==> src/rtl/seq_chunk_add_ctrl_if.sv <==
// rtl/seq_chunk_add_ctrl_if.sv - request/result bundle for the chunked sequential adder
// Optional ovf signal exists only when SEQ_CHUNK_ADD_OVF_EN is defined.
interface seq_chunk_add_ctrl_if #(
  parameter int WIDTH = 16
);
  logic             start;
  logic [WIDTH-1:0] a;
  logic [WIDTH-1:0] b;
  logic             cin;
  logic             busy;
  logic             done;
  logic [WIDTH-1:0] sum;
  logic             cout;
`ifdef SEQ_CHUNK_ADD_OVF_EN
  logic             ovf;

  modport master (output start, a, b, cin, input busy, done, sum, cout, ovf);
  modport slave  (input start, a, b, cin, output busy, done, sum, cout, ovf);
`else
  modport master (output start, a, b, cin, input busy, done, sum, cout);
  modport slave  (input start, a, b, cin, output busy, done, sum, cout);
`endif
endinterface

==> src/rtl/seq_chunk_add_ctrl.sv <==
// rtl/seq_chunk_add_ctrl.sv - WIDTH-bit adder built from one SIZE-bit slice, one chunk per clock
// Optional signed-overflow output enabled by SEQ_CHUNK_ADD_OVF_EN.
module seq_chunk_add_ctrl #(
  parameter int WIDTH = 16,
  parameter int SIZE  = 4
) (
  input  logic                clk,
  input  logic                rst_n,
  seq_chunk_add_ctrl_if.slave bus
);

  localparam int NCHUNK = WIDTH / SIZE;
  localparam int CW     = (NCHUNK > 1) ? $clog2(NCHUNK) : 1;
  localparam logic [CW-1:0] LAST = CW'(NCHUNK - 1);

  typedef enum logic [1:0] {IDLE, RUN, DONE} state_e;

  state_e           state_q;
  logic [WIDTH-1:0] a_q, b_q, part_q, sum_q;
  logic [CW-1:0]    cnt_q;
  logic             carry_q, cout_q, busy_q, done_q;
  logic [SIZE:0]    slice_d;
  logic [WIDTH-1:0] part_d;

  assign slice_d = {1'b0, a_q[SIZE-1:0]} + {1'b0, b_q[SIZE-1:0]} + {{SIZE{1'b0}}, carry_q};

  // partial including the chunk being produced this cycle, so the last chunk lands in sum
  always_comb begin
    part_d = part_q;
    part_d[cnt_q*SIZE +: SIZE] = slice_d[SIZE-1:0];
  end

`ifdef SEQ_CHUNK_ADD_OVF_EN
  logic ovf_q;
  logic msb_cin_d;
  // carry into the MSB recovered from the MSB sum bit: s = a ^ b ^ c
  assign msb_cin_d = a_q[SIZE-1] ^ b_q[SIZE-1] ^ slice_d[SIZE-1];
  assign bus.ovf   = ovf_q;
`endif

  always_ff @(posedge clk or negedge rst_n) begin
    if (!rst_n) begin
      state_q <= IDLE;
      a_q     <= '0;
      b_q     <= '0;
      part_q  <= '0;
      sum_q   <= '0;
      cnt_q   <= '0;
      carry_q <= 1'b0;
      cout_q  <= 1'b0;
      busy_q  <= 1'b0;
      done_q  <= 1'b0;
`ifdef SEQ_CHUNK_ADD_OVF_EN
      ovf_q   <= 1'b0;
`endif
    end else begin
      case (state_q)
        IDLE: begin
          if (bus.start) begin
            a_q     <= bus.a;
            b_q     <= bus.b;
            carry_q <= bus.cin;
            cnt_q   <= '0;
            part_q  <= '0;
            busy_q  <= 1'b1;
            state_q <= RUN;
          end
        end
        RUN: begin
          part_q  <= part_d;
          carry_q <= slice_d[SIZE];
          a_q     <= a_q >> SIZE;
          b_q     <= b_q >> SIZE;
          cnt_q   <= cnt_q + CW'(1);
          if (cnt_q == LAST) begin
            sum_q   <= part_d;
            cout_q  <= slice_d[SIZE];
`ifdef SEQ_CHUNK_ADD_OVF_EN
            ovf_q   <= msb_cin_d ^ slice_d[SIZE];
`endif
            done_q  <= 1'b1;
            state_q <= DONE;
          end
        end
        DONE: begin
          done_q  <= 1'b0;
          busy_q  <= 1'b0;
          state_q <= IDLE;
        end
        default: begin
          done_q  <= 1'b0;
          busy_q  <= 1'b0;
          state_q <= IDLE;
        end
      endcase
    end
  end

  assign bus.busy = busy_q;
  assign bus.done = done_q;
  assign bus.sum  = sum_q;
  assign bus.cout = cout_q;

endmodule
==> src/flat_wrapper.sv <==
// flat-port wrapper written by rule: the top's interface ports become plain ports
module seq_chunk_add_ctrl_flat 
#(
  parameter int WIDTH = 16,
  parameter int SIZE  = 4
)
  (clk, rst_n, bus_start, bus_a, bus_b, bus_cin, bus_busy, bus_done, bus_sum, bus_cout);
  seq_chunk_add_ctrl_if #(.WIDTH(WIDTH)) bus_i ();
  input  logic clk;
  input  logic rst_n;
  input wire logic [$bits(bus_i.start)-1:0] bus_start;
  input wire logic [$bits(bus_i.a)-1:0] bus_a;
  input wire logic [$bits(bus_i.b)-1:0] bus_b;
  input wire logic [$bits(bus_i.cin)-1:0] bus_cin;
  output wire logic [$bits(bus_i.busy)-1:0] bus_busy;
  output wire logic [$bits(bus_i.done)-1:0] bus_done;
  output wire logic [$bits(bus_i.sum)-1:0] bus_sum;
  output wire logic [$bits(bus_i.cout)-1:0] bus_cout;
  assign bus_i.start = bus_start;
  assign bus_i.a = bus_a;
  assign bus_i.b = bus_b;
  assign bus_i.cin = bus_cin;
  assign bus_busy = bus_i.busy;
  assign bus_done = bus_i.done;
  assign bus_sum = bus_i.sum;
  assign bus_cout = bus_i.cout;
  seq_chunk_add_ctrl #(.WIDTH(WIDTH), .SIZE(SIZE)) u_core (.clk(clk), .rst_n(rst_n), .bus(bus_i));
endmodule
==> config.mk <==
export PLATFORM = sky130hd
export DESIGN_NAME = seq_chunk_add_ctrl_flat
export DESIGN_NICKNAME = d
export VERILOG_FILES = /design/src/rtl/seq_chunk_add_ctrl_if.sv /design/src/rtl/seq_chunk_add_ctrl.sv /design/src/flat_wrapper.sv
export SDC_FILE = /design/constraint.sdc
export NUM_CORES = 1
export LEC_CHECK = 0
export BUFFER_PORTS_ARGS = -buffer_cell sky130_fd_sc_hd__buf_2
export CAP_MARGIN = 25
export CELL_PAD_IN_SITES_DETAIL_PLACEMENT = 1
export CELL_PAD_IN_SITES_GLOBAL_PLACEMENT = 1
export CORE_MARGIN = 4
export CORE_UTILIZATION = 45
export CTS_BUF_LIST = sky130_fd_sc_hd__clkbuf_4
export CTS_CLUSTER_DIAMETER = 80
export DETAILED_ROUTE_END_ITERATION = 8
export PLACE_DENSITY_LB_ADDON = 0.1
export SETUP_SLACK_MARGIN = 0.4
export SLEW_MARGIN = 5
export SYNTH_ARGS = -nofsm -noshare
export SYNTH_HDL_FRONTEND = slang
export SYNTH_SLANG_ARGS = --single-unit
==> constraint.sdc <==
create_clock -name clk -period 6.6 [get_ports clk]
set_clock_uncertainty 0.1 [all_clocks]
set_input_delay 0.33 -clock clk [delete_from_list [all_inputs] [get_ports clk]]
set_output_delay 0.33 -clock clk [all_outputs]
set_load 0.01 [all_outputs]
==> run metrics, run 1 <==
Synth Cell Area 3390 um^2; RSZ-0062 raised after global routing false; P_int 1.07 mW; # diodes 0; Core ar. around 7300 um^2; flops & latches, synth 72; Post-synth ARST share 100%; Clock power frac around an eighth; FF+latch area 1800 um^2; synthesized instance count 319; Routability Congestion 0.726; ANT nets after route 0; Clk Tree Root Cell clkbuf_4; via count about 2,600; top cells by area, synth dfrtp_1, mux2i_1, o21ai_0, nand2_1, a32o_1; Synth top area share 53.2%; clock-pin transition on the worst setup and hold timing paths 0.12 ns; met3 wire length 321 um; Tcrit/Tclk final 36.0%; top routing layer used met4; PD cells around 490 nW/um^2; Synthesized Nets 366; grt total ovfl 0; Slew headroom 43.9%; number of H-tree levels 3; Post-Synth Simple-Gate Area 13.0%; critical path type flip-flop to flip-flop; vias in the first global route ~2,700; Final Net Count about 420; Worst-Margin Slew 0.840 ns; Net Sw Frac 43.7%; Netlist cell types 31; Seq/Total Area, Yosys a little over half; Final setup viols 0; DIE HEIGHT 94.8 um; Routed WL 7910 um; Ys Warns 0; CP Data Arrival Time 2.62 ns; router iterations before antenna repair 4; slowest stage delay, CP ~0.7 ns; Starting Density 46.5%; met1 wire length around 3600 um; min cycle time layout 2.37 ns; largest family of logic cells by synthesized area compound AO/OA/AOI/OAI gates; final hold violations 0; EDFF count, synth 0; routed len/inst 16.8 um; row count 31; Ports 55; hold crit path type input port to flip-flop; proportion of synthesized area in mux cells 7.09%; Post-CTS Resized 0; Worst Path Required 6.85 ns; largest area contributor in the netlist dfrtp_1; crit-path cells inv_1 > ha_1 > nor4b_2 > a32oi_1 > a21oi_1; count of pins over their slew limit 0; Design Area, Final 3860 um^2; Post-route DRC 0; share of cells above drive strength 1 21.4%; PortBufs 54; Initial DRC Count 75; initial antenna violation count 0; nature of the critical path endpoint flip-flop; ys flop type dfrtp_1; syn_area_per_cell 10.6 um^2; Peak Freq 421 MHz; Die Footprint about 9000 um^2; largest net degree at the start of global routing 73; placed inst area 3720 um^2; adder-cell share of the synthesized area approximately 4.5%; # clock sinks 72; filler cell count 852; max_cap viols 0; GRT Total Usage between 10% and 20%; Comb pwr share 47.9%; routed wl met2 3850 um; multi-input logic area 1470 um^2; DP HPWL 5250 um; peak supply drop 0.000179 V; Clk Latency, worst-skew pair 0.42 ns; worst hold slack between 0.08 and 0.09 ns; leakage between 1.5 and 2 nW; critical path's slowest cell nor4b_2; setup_tns 0 ns; total CTS buffers 9; register share of total power 40.2%; global-route wire length before repair 13,300 um; post-synthesis xor/xnor area fraction 0.258%; vias per inst 5.47; NetSw 0.829 mW; CTS tree yes; Compound-Gate Fraction of Synth Area between 10% and 20%; Die W 94.8 um; Max Root-Sink Buffers 2; layout overhead on the synthesized area 14.0%; CP startpoint kind flip-flop; status finished clean; CP max FO 8
==> flip-flops by register name (all words and copies together) (netlist names) <==
name,flops
u_core.bus.done,1
u_core.b_q,16
u_core.a_q,16
u_core.bus.sum,16
u_core.state_q,2
u_core.part_q,16
u_core.cnt_q,2
u_core.bus.cout,1
u_core.carry_q,1
u_core.bus.busy,1
==> layout by cell type (no fill, tap or decap), drive strengths merged <==
cell type,count
a211oi,1
a21o,6
a21oi,16
a221oi,12
a22o,5
a32o,12
a32oi,4
and2,2
and3,1
buf,58
clkbuf,10
clkinv,4
clkinvlp,1
dfrtp,72
dlygate4sd3,1
fa,2
ha,9
inv,9
mux2i,24
nand2,41
nand2b,2
nor2,28
nor2b,11
nor4,1
nor4b,3
o21ai,35
o21bai,1
or3,1
xor2,1
==> power by group through the flow <==
stage,Sequential (mW),Clock (mW),Combinational (mW)
detailed placement,0.774,0,0.912
CTS,0.765,0.235,0.916
finish,0.763,0.226,0.909
global placement,0.767,0,0.889
global route,0.791,0.259,1.01
floorplan,0.757,0,0.641
==> layout make-up <==
class / instances / area share (%)
clock buffer: 10 / 1.94
clock inverter: 5 / 0.648
inverter: 9 / 0.875
multi-input combinational: 218 / 38.1
sequential: 72 / 46.6
tap: 99 / 3.21
timing repair buffer: 59 / 8.55
==> stage by stage <==
step	power, mW	std cells	worst slack, ns	util (%)
global route	2.06	472	3.97	53.0
finish	1.90	472	4.23	53.0
CTS	1.92	470	4.22	52.5
floorplan	1.40	319	4.54	-
detailed placement	1.69	455	4.27	51.1
global placement	1.66	455	4.28	51.1
==> kinds of logic (layout without fill, tap and decap cells) <==
logic type / count (synthesis) / count (layout)
XOR/XNOR: 1 / 1
AO/OA/AOI/OAI: 92 / 92
adder cells (fa/ha/maj): 11 / 11
buffers and inverters: 29 / 83
flip-flops: 72 / 72
AND/OR/NAND/NOR: 90 / 90
multiplexers: 24 / 24
==> worst max-delay path, delay by kind of cell, from the launching register on <==
family,cells,cell delay (ns)
AO/OA/AOI/OAI,2,0.38
adder cells (fa/ha/maj),1,0.42
buffers and inverters,1,0.21
flip-flops,1,0.51
AND/OR/NAND/NOR,1,0.70
==> per-layer routing <==
| metal | global-route usage (%) | up-vias |
|---|---|---|
| met5 | 0 | - |
| met4 | 8.05 | 0 |
| met3 | 3.59 | 11 |
| met2 | 30.9 | 67 |
| met1 | 25.6 | 1266 |
| li1 | - | 1236 |
==> path summary, 6_finish.rpt <==
path	start	endpoint	slack, ns	cells after the start
min in group asynchronous	rst_n	u_core.bus.sum[12]$_DFFE_PN0P_	0.22	3
hold reg to reg	u_core.bus.cout$_DFFE_PN0P_	u_core.bus.cout$_DFFE_PN0P_	0.39	2
max in group asynchronous	rst_n	u_core.carry_q$_DFFE_PN0P_	5.64	4
hold / removal	bus_a[9]	u_core.a_q[9]$_DFFE_PN0P_	0.08	3
setup / recovery	u_core.cnt_q[0]$_DFFE_PN0P_	u_core.bus.sum[3]$_DFFE_PN0P_	4.23	5
setup reg to reg	u_core.cnt_q[0]$_DFFE_PN0P_	u_core.bus.sum[3]$_DFFE_PN0P_	4.23	5
==> repair_timing <==
action	CTS	global route
setup endpoints to repair	0	0
setup buffers	0	0
hold endpoints to repair	0	72
hold buffers	0	1
==> Yosys cell counts (2+ instances only) <==
| library cell | n |
|---|---|
| a21o_1 | 6 |
| a21oi_1 | 16 |
| a221oi_1 | 12 |
| a22o_1 | 4 |
| a32o_1 | 12 |
| a32oi_1 | 4 |
| buf_1 | 2 |
| buf_2 | 7 |
| buf_4 | 2 |
| clkbuf_1 | 9 |
| dfrtp_1 | 72 |
| fa_1 | 2 |
| ha_1 | 9 |
| inv_1 | 9 |
| mux2i_1 | 24 |
| nand2_1 | 41 |
| nand2b_1 | 2 |
| nor2_1 | 28 |
| nor2b_1 | 11 |
| nor4b_2 | 2 |
| o21ai_0 | 35 |
Power figures use the tool's default switching activity.
==> inputs of run 2 (changes only) <==
Settings changed: CORE_UTILIZATION 45 to 41.
Clock period 6.6 ns to 2.1 ns, I/O delays scaled along.
==> run 2 against run 1 <==
Non-clock buffer count up 69. Utilization up 7.5 points. Wire length up 29%. Largest cell class unchanged. Count of clock-buffer cells in the layout unchanged. Worst hold slack worse by 0.043 ns.
==> run metrics, run 2 (same netlist as run 1, synthesis figures left out) <==
filler cell count 845; critical path type flip-flop to flip-flop; Tcrit/Tclk final 97.3%; CP max FO 5; nature of the critical path endpoint flip-flop; NetSw 3.17 mW; via count 2,917; count of pins over their slew limit 0; leakage between 2 and 2.5 nW; P_int 4.06 mW; worst hold slack 0.0379 ns; slack of the worst reg-to-reg path 0.06 ns; clock-pin transition on the worst setup and hold timing paths about 0.11 ns; PD cells approximately 1500 nW/um^2; Worst Path Required 2.30 ns; vias per inst ~5.3; Final Net Count approximately 490; RSZ-0062 raised after global routing true; peak supply drop 0.000593 V; Clk Latency, worst-skew pair 0.41 ns; Clk Tree Root Cell clkbuf_4; largest net degree at the start of global routing 36; initial antenna violation count 0; Routed WL 10,200 um; Net Sw Frac 43.9%; reg2reg end u_core.part_q[14]$_DFFE_PN0P_; commonest cells after routing, fill and taps aside dfrtp_1, buf_2, nand2_1; setup_tns 0 ns; ANT nets after route 0; Final setup viols 0; grt total ovfl 0; multi-input logic area 1710 um^2; row count 32; commonest non-fill, non-tap cell in the layout dfrtp_1; Comb pwr share 57.1%; worst setup path start u_core.a_q[0]$_DFFE_PN0P_; GRT Total Usage 20.4%; CP startpoint kind flip-flop; CP Data Arrival Time 2.25 ns; Starting Density 43.0%; Ports 55; R2R Path Start u_core.a_q[0]$_DFFE_PN0P_; FF+latch area about 1800 um^2; routed len/inst about 19 um; router iterations before antenna repair 6; # clock sinks ~70; Max Root-Sink Buffers 2; reg2reg path depth 5; final hold violations 0; Routability Congestion 0.791; # diodes 0; max_cap viols 0; Slew headroom between 60% and 70%; Initial DRC Count 74; total CTS buffers 9; layout overhead on the synthesized area 40.8%; DP HPWL between 6000 and 7000 um; hold crit path type input port to async pin; share of cells above drive strength 1 a little over a third; CTS tree yes; status finished clean; min cycle time layout roughly 2.0 ns; Clock power frac 10.0%; register share of total power roughly 33%; Worst-Margin Slew 0.560 ns; Die W 98.9 um; Peak Freq 490 MHz; PortBufs 54; number of H-tree levels 3; vias in the first global route 3,179; Post-route DRC 0; Die Footprint between 9000 and 10,000 um^2; DIE HEIGHT 98.9 um; global-route wire length before repair 15,900 um; Core ar. 7890 um^2
[run 2: per-stage QoR]
step / power (mW) / instances / setup WS [ns] / area, um^2 / util (%)
final: 7.23 / 546 / 0.0577 / 4770 / 60.5
after global routing: 7.76 / 546 / 0.0118 / 4770 / 60.5
after CTS: 6.76 / 529 / 0.0896 / 4530 / 57.4
after detailed placement: 5.72 / 471 / 0.0347 / 3940 / 50.0
after global placement: 5.59 / 471 / 0.0838 / 3940 / 50.0
after floorplan: 4.70 / 319 / 0.163 / 3480 / -
[run 2: power by group through the flow]
stage	clock network, mW	registers, mW	logic, mW
global placement	0	2.35	3.25
floorplan	0	2.40	2.30
CTS	0.754	2.37	3.63
detailed placement	0	2.38	3.34
global route	0.814	2.46	4.48
finish	0.720	2.38	4.13
[run 2: how the worst max path moves through the flow]
stage                                     end  slack, ns  cells past startpoint
2_1_floorplan   u_core.part_q[14]$_DFFE_PN0P_       0.16                      5
3_3_place_gp   u_core.bus.sum[14]$_DFFE_PN0P_       0.08                      5
3_5_place_dp   u_core.bus.sum[14]$_DFFE_PN0P_       0.03                      5
4_1_cts         u_core.part_q[14]$_DFFE_PN0P_       0.09                      5
5_1_grt         u_core.part_q[14]$_DFFE_PN0P_       0.01                      5
6_report        u_core.part_q[14]$_DFFE_PN0P_       0.06                      5
[run 2: worst max-delay path, cell delays in order (launching register included)]
cell and delay, ns:
dfrtp_1 0.42, fa_2 0.42, fa_2 0.40, xor2_4 0.20, and2_4 0.17, a22o_2 0.23
[run 2: what timing repair did]
item | 4_1_cts | 5_1_grt
resized for setup | 17 | 31
hold endpoints to repair | 105 | 0
pin swaps | 11 | 16
setup buffers | 8 | 16
hold buffers | 34 | 0
setup endpoints to repair | 54 | 66
gates cloned | 1 | 1
[run 2: area by class of cell]
class / count / share of cell area, %
clock buffers: 10 / 1.57
clock inverters: 5 / 0.525
inverters: 9 / 1.13
multi-input cells: 218 / 35.7
flip-flops and latches: 72 / 37.8
well taps: 102 / 2.68
repair buffers: 128 / 20.2
repair inverters: 2 / 0.315
[run 2: layer usage]
| layer | GRT usage [%] | wire length (um) | up-vias | share of wire (%) |
|---|---|---|---|---|
| met5 | 0 | 0 | - | 0 |
| met4 | 6.09 | 138 | 0 | 1.4 |
| met3 | 4.18 | 397 | 11 | 3.9 |
| met2 | 37.0 | 5640 | 60 | 55 |
| met1 | 24.2 | 4040 | 1472 | 40 |
| li1 | - | - | 1374 | - |
==> inputs of run 3 (changes only) <==
Settings changed: REMOVE_ABC_BUFFERS set to 1.
==> run 3 against run 2 <==
Worst setup slack improved by 0.014 ns. Fmax increased by 0.71%. Global-route usage decreased by 0.30 points. Die area unchanged. Register-to-register slack about the same. Clock power increased by 25%. Critical path depth unchanged. Count of clock-buffer cells in the layout decreased by 1. Combinational power decreased by 11%. First-iteration DRC count increased by 81%. Sequential power about the same. Final cell count decreased by 2.6%.
==> run metrics, run 3 (same netlist as run 1, synthesis figures left out) <==
status finished clean; Initial DRC Count 134; setup_tns 0 ns; via count roughly 2,900; CP Buf/Inv Count 0; initial antenna violation count 0; R2R Path Start u_core.b_q[0]$_DFFE_PN0P_; Design Area, Final between 4000 and 5000 um^2; share of cells above drive strength 1 31.2%; Tcrit/Tclk final 96.6%; filler cell count 854; Die W 98.9 um; Starting Density between 40% and 50%; Clk Tree Root Cell clkbuf_4; Worst-Margin Slew just under 0.4 ns; routed len/inst around 18 um; post-layout util slightly below 60%; Die Footprint 9780 um^2; leakage 2.15 nW; Routability Congestion around 0.8; met3 wire length around 440 um; largest net degree at the start of global routing 39; routed wl met2 about 4600 um; commonest cells after routing, fill and taps aside dfrtp_1, buf_2, nand2_1; Ports 55; Critical Path Sink u_core.part_q[15]$_DFFE_PN0P_; number of H-tree levels 3; top routing layer used met4; router iterations before antenna repair 4; grt total ovfl 0; placed inst area ~3900 um^2; DP HPWL 5850 um; Final setup viols 0; count of pins over their slew limit 0; slowest stage delay, CP 0.42 ns; Peak Freq approximately 500 MHz; PortBufs 54; Core ar. 7890 um^2; commonest non-fill, non-tap cell in the layout dfrtp_1; clock-pin transition on the worst setup and hold timing paths about 0.13 ns; reg2reg path depth 5; Post-route DRC 0; CP Data Arrival Time 2.27 ns; CTS tree yes; max_cap viols 0; min cycle time layout 2.03 ns; GRT Total Usage 20.1%; hold crit path type input port to async pin; final hold violations 0; critical path's slowest cell dfrtp_1; met1 wire length approximately 4200 um; Clk Latency, worst-skew pair 0.43 ns; total CTS buffers 9; vias per inst between 5 and 6; slack of the worst reg-to-reg path 0.07 ns; Stages on worst setup path 5; Slew headroom between 70% and 80%; Routed WL about 9300 um; RSZ-0062 raised after global routing true; reg2reg end u_core.part_q[15]$_DFFE_PN0P_; peak supply drop 0.000785 V; PD cells 1520 nW/um^2; worst setup path start u_core.b_q[0]$_DFFE_PN0P_; crit-path cells fa_2 > and3_1 > or3_4 > and2_4 > a32o_1; nature of the critical path endpoint flip-flop; Worst Path Required around 2.3 ns; Final Net Count 472; CP max FO 5; Max Root-Sink Buffers 2; layout overhead on the synthesized area 35.5%; # diodes 0; critical path type flip-flop to flip-flop; row count 32; global-route wire length before repair 15,500 um; DIE HEIGHT 98.9 um; # clock sinks just over 70; CP startpoint kind flip-flop; vias in the first global route 3,007; ANT nets after route 0; delay-heaviest family, CP simple AND/OR/NAND/NOR gates
==> run 3: worst min path at each step <==
stage,cells after the start,endpoint,from
final,2,u_core.b_q[2]$_DFFE_PN0P_,rst_n
after global routing,2,u_core.b_q[2]$_DFFE_PN0P_,rst_n
after CTS,2,u_core.b_q[2]$_DFFE_PN0P_,rst_n
after detailed placement,1,u_core.b_q[6]$_DFFE_PN0P_,rst_n
after global placement,1,u_core.b_q[6]$_DFFE_PN0P_,rst_n
after floorplan,0,u_core.a_q[0]$_DFFE_PN0P_,rst_n
==> run 3: power breakdown <==
group / switching (mW) / total [mW] / leakage, nW / internal (mW)
sequential: 0.408 / 2.38 / 0.913 / 1.98
combinational: 2.07 / 3.68 / 1.16 / 1.61
clock: 0.536 / 0.898 / 0.0700 / 0.362
==> run 3: layer usage <==
metal	up-vias	track usage, %
li1	1353	-
met1	1419	28.1
met2	69	31.4
met3	13	4.03
met4	0	6.83
met5	-	0
==> run 3: worst reg2reg max path: cells and delay by family, from the launching register on <==
family | cells | cell delay, ns
AND/OR/NAND/NOR | 3 | 0.77
flip-flops | 1 | 0.42
adder cells (fa/ha/maj) | 1 | 0.42
AO/OA/AOI/OAI | 1 | 0.25
==> run 3: cell type report <==
type                       instances  area, um^2  share of cell area (%)
sequential                        72        1800                    39.3
multi-input combinational        218        1630                    35.5
timing repair buffer             113         836                    18.2
tap                              102         128                    2.78
clock inverter                     7        71.3                    1.55
clock buffer                       9        67.6                    1.47
inverter                           9        40.0                   0.872
timing repair inverter             2        15.0                   0.327
==> run 3: repair_timing <==
item	in CTS	in global routing
endpoints found under the setup margin	34	36
endpoints found under the hold margin	105	0
cloned	1	1
gates resized for setup	23	15
pin swaps	11	9
buffers inserted	4	4
hold buffers	34	0
==> run 3: per-stage QoR <==
stage                     hold WS [ns]  std cells  setup WS [ns]  total power, mW
final                          0.00709        532         0.0721             6.96
after global routing            0.0196        532         0.0276             7.50
after CTS                      0.00404        527         0.0940             6.73
after detailed placement       -0.0425        472        -0.0995             5.49
after global placement         -0.0428        472        -0.0536             5.37
after floorplan                 -0.291        299          -2.22             4.34
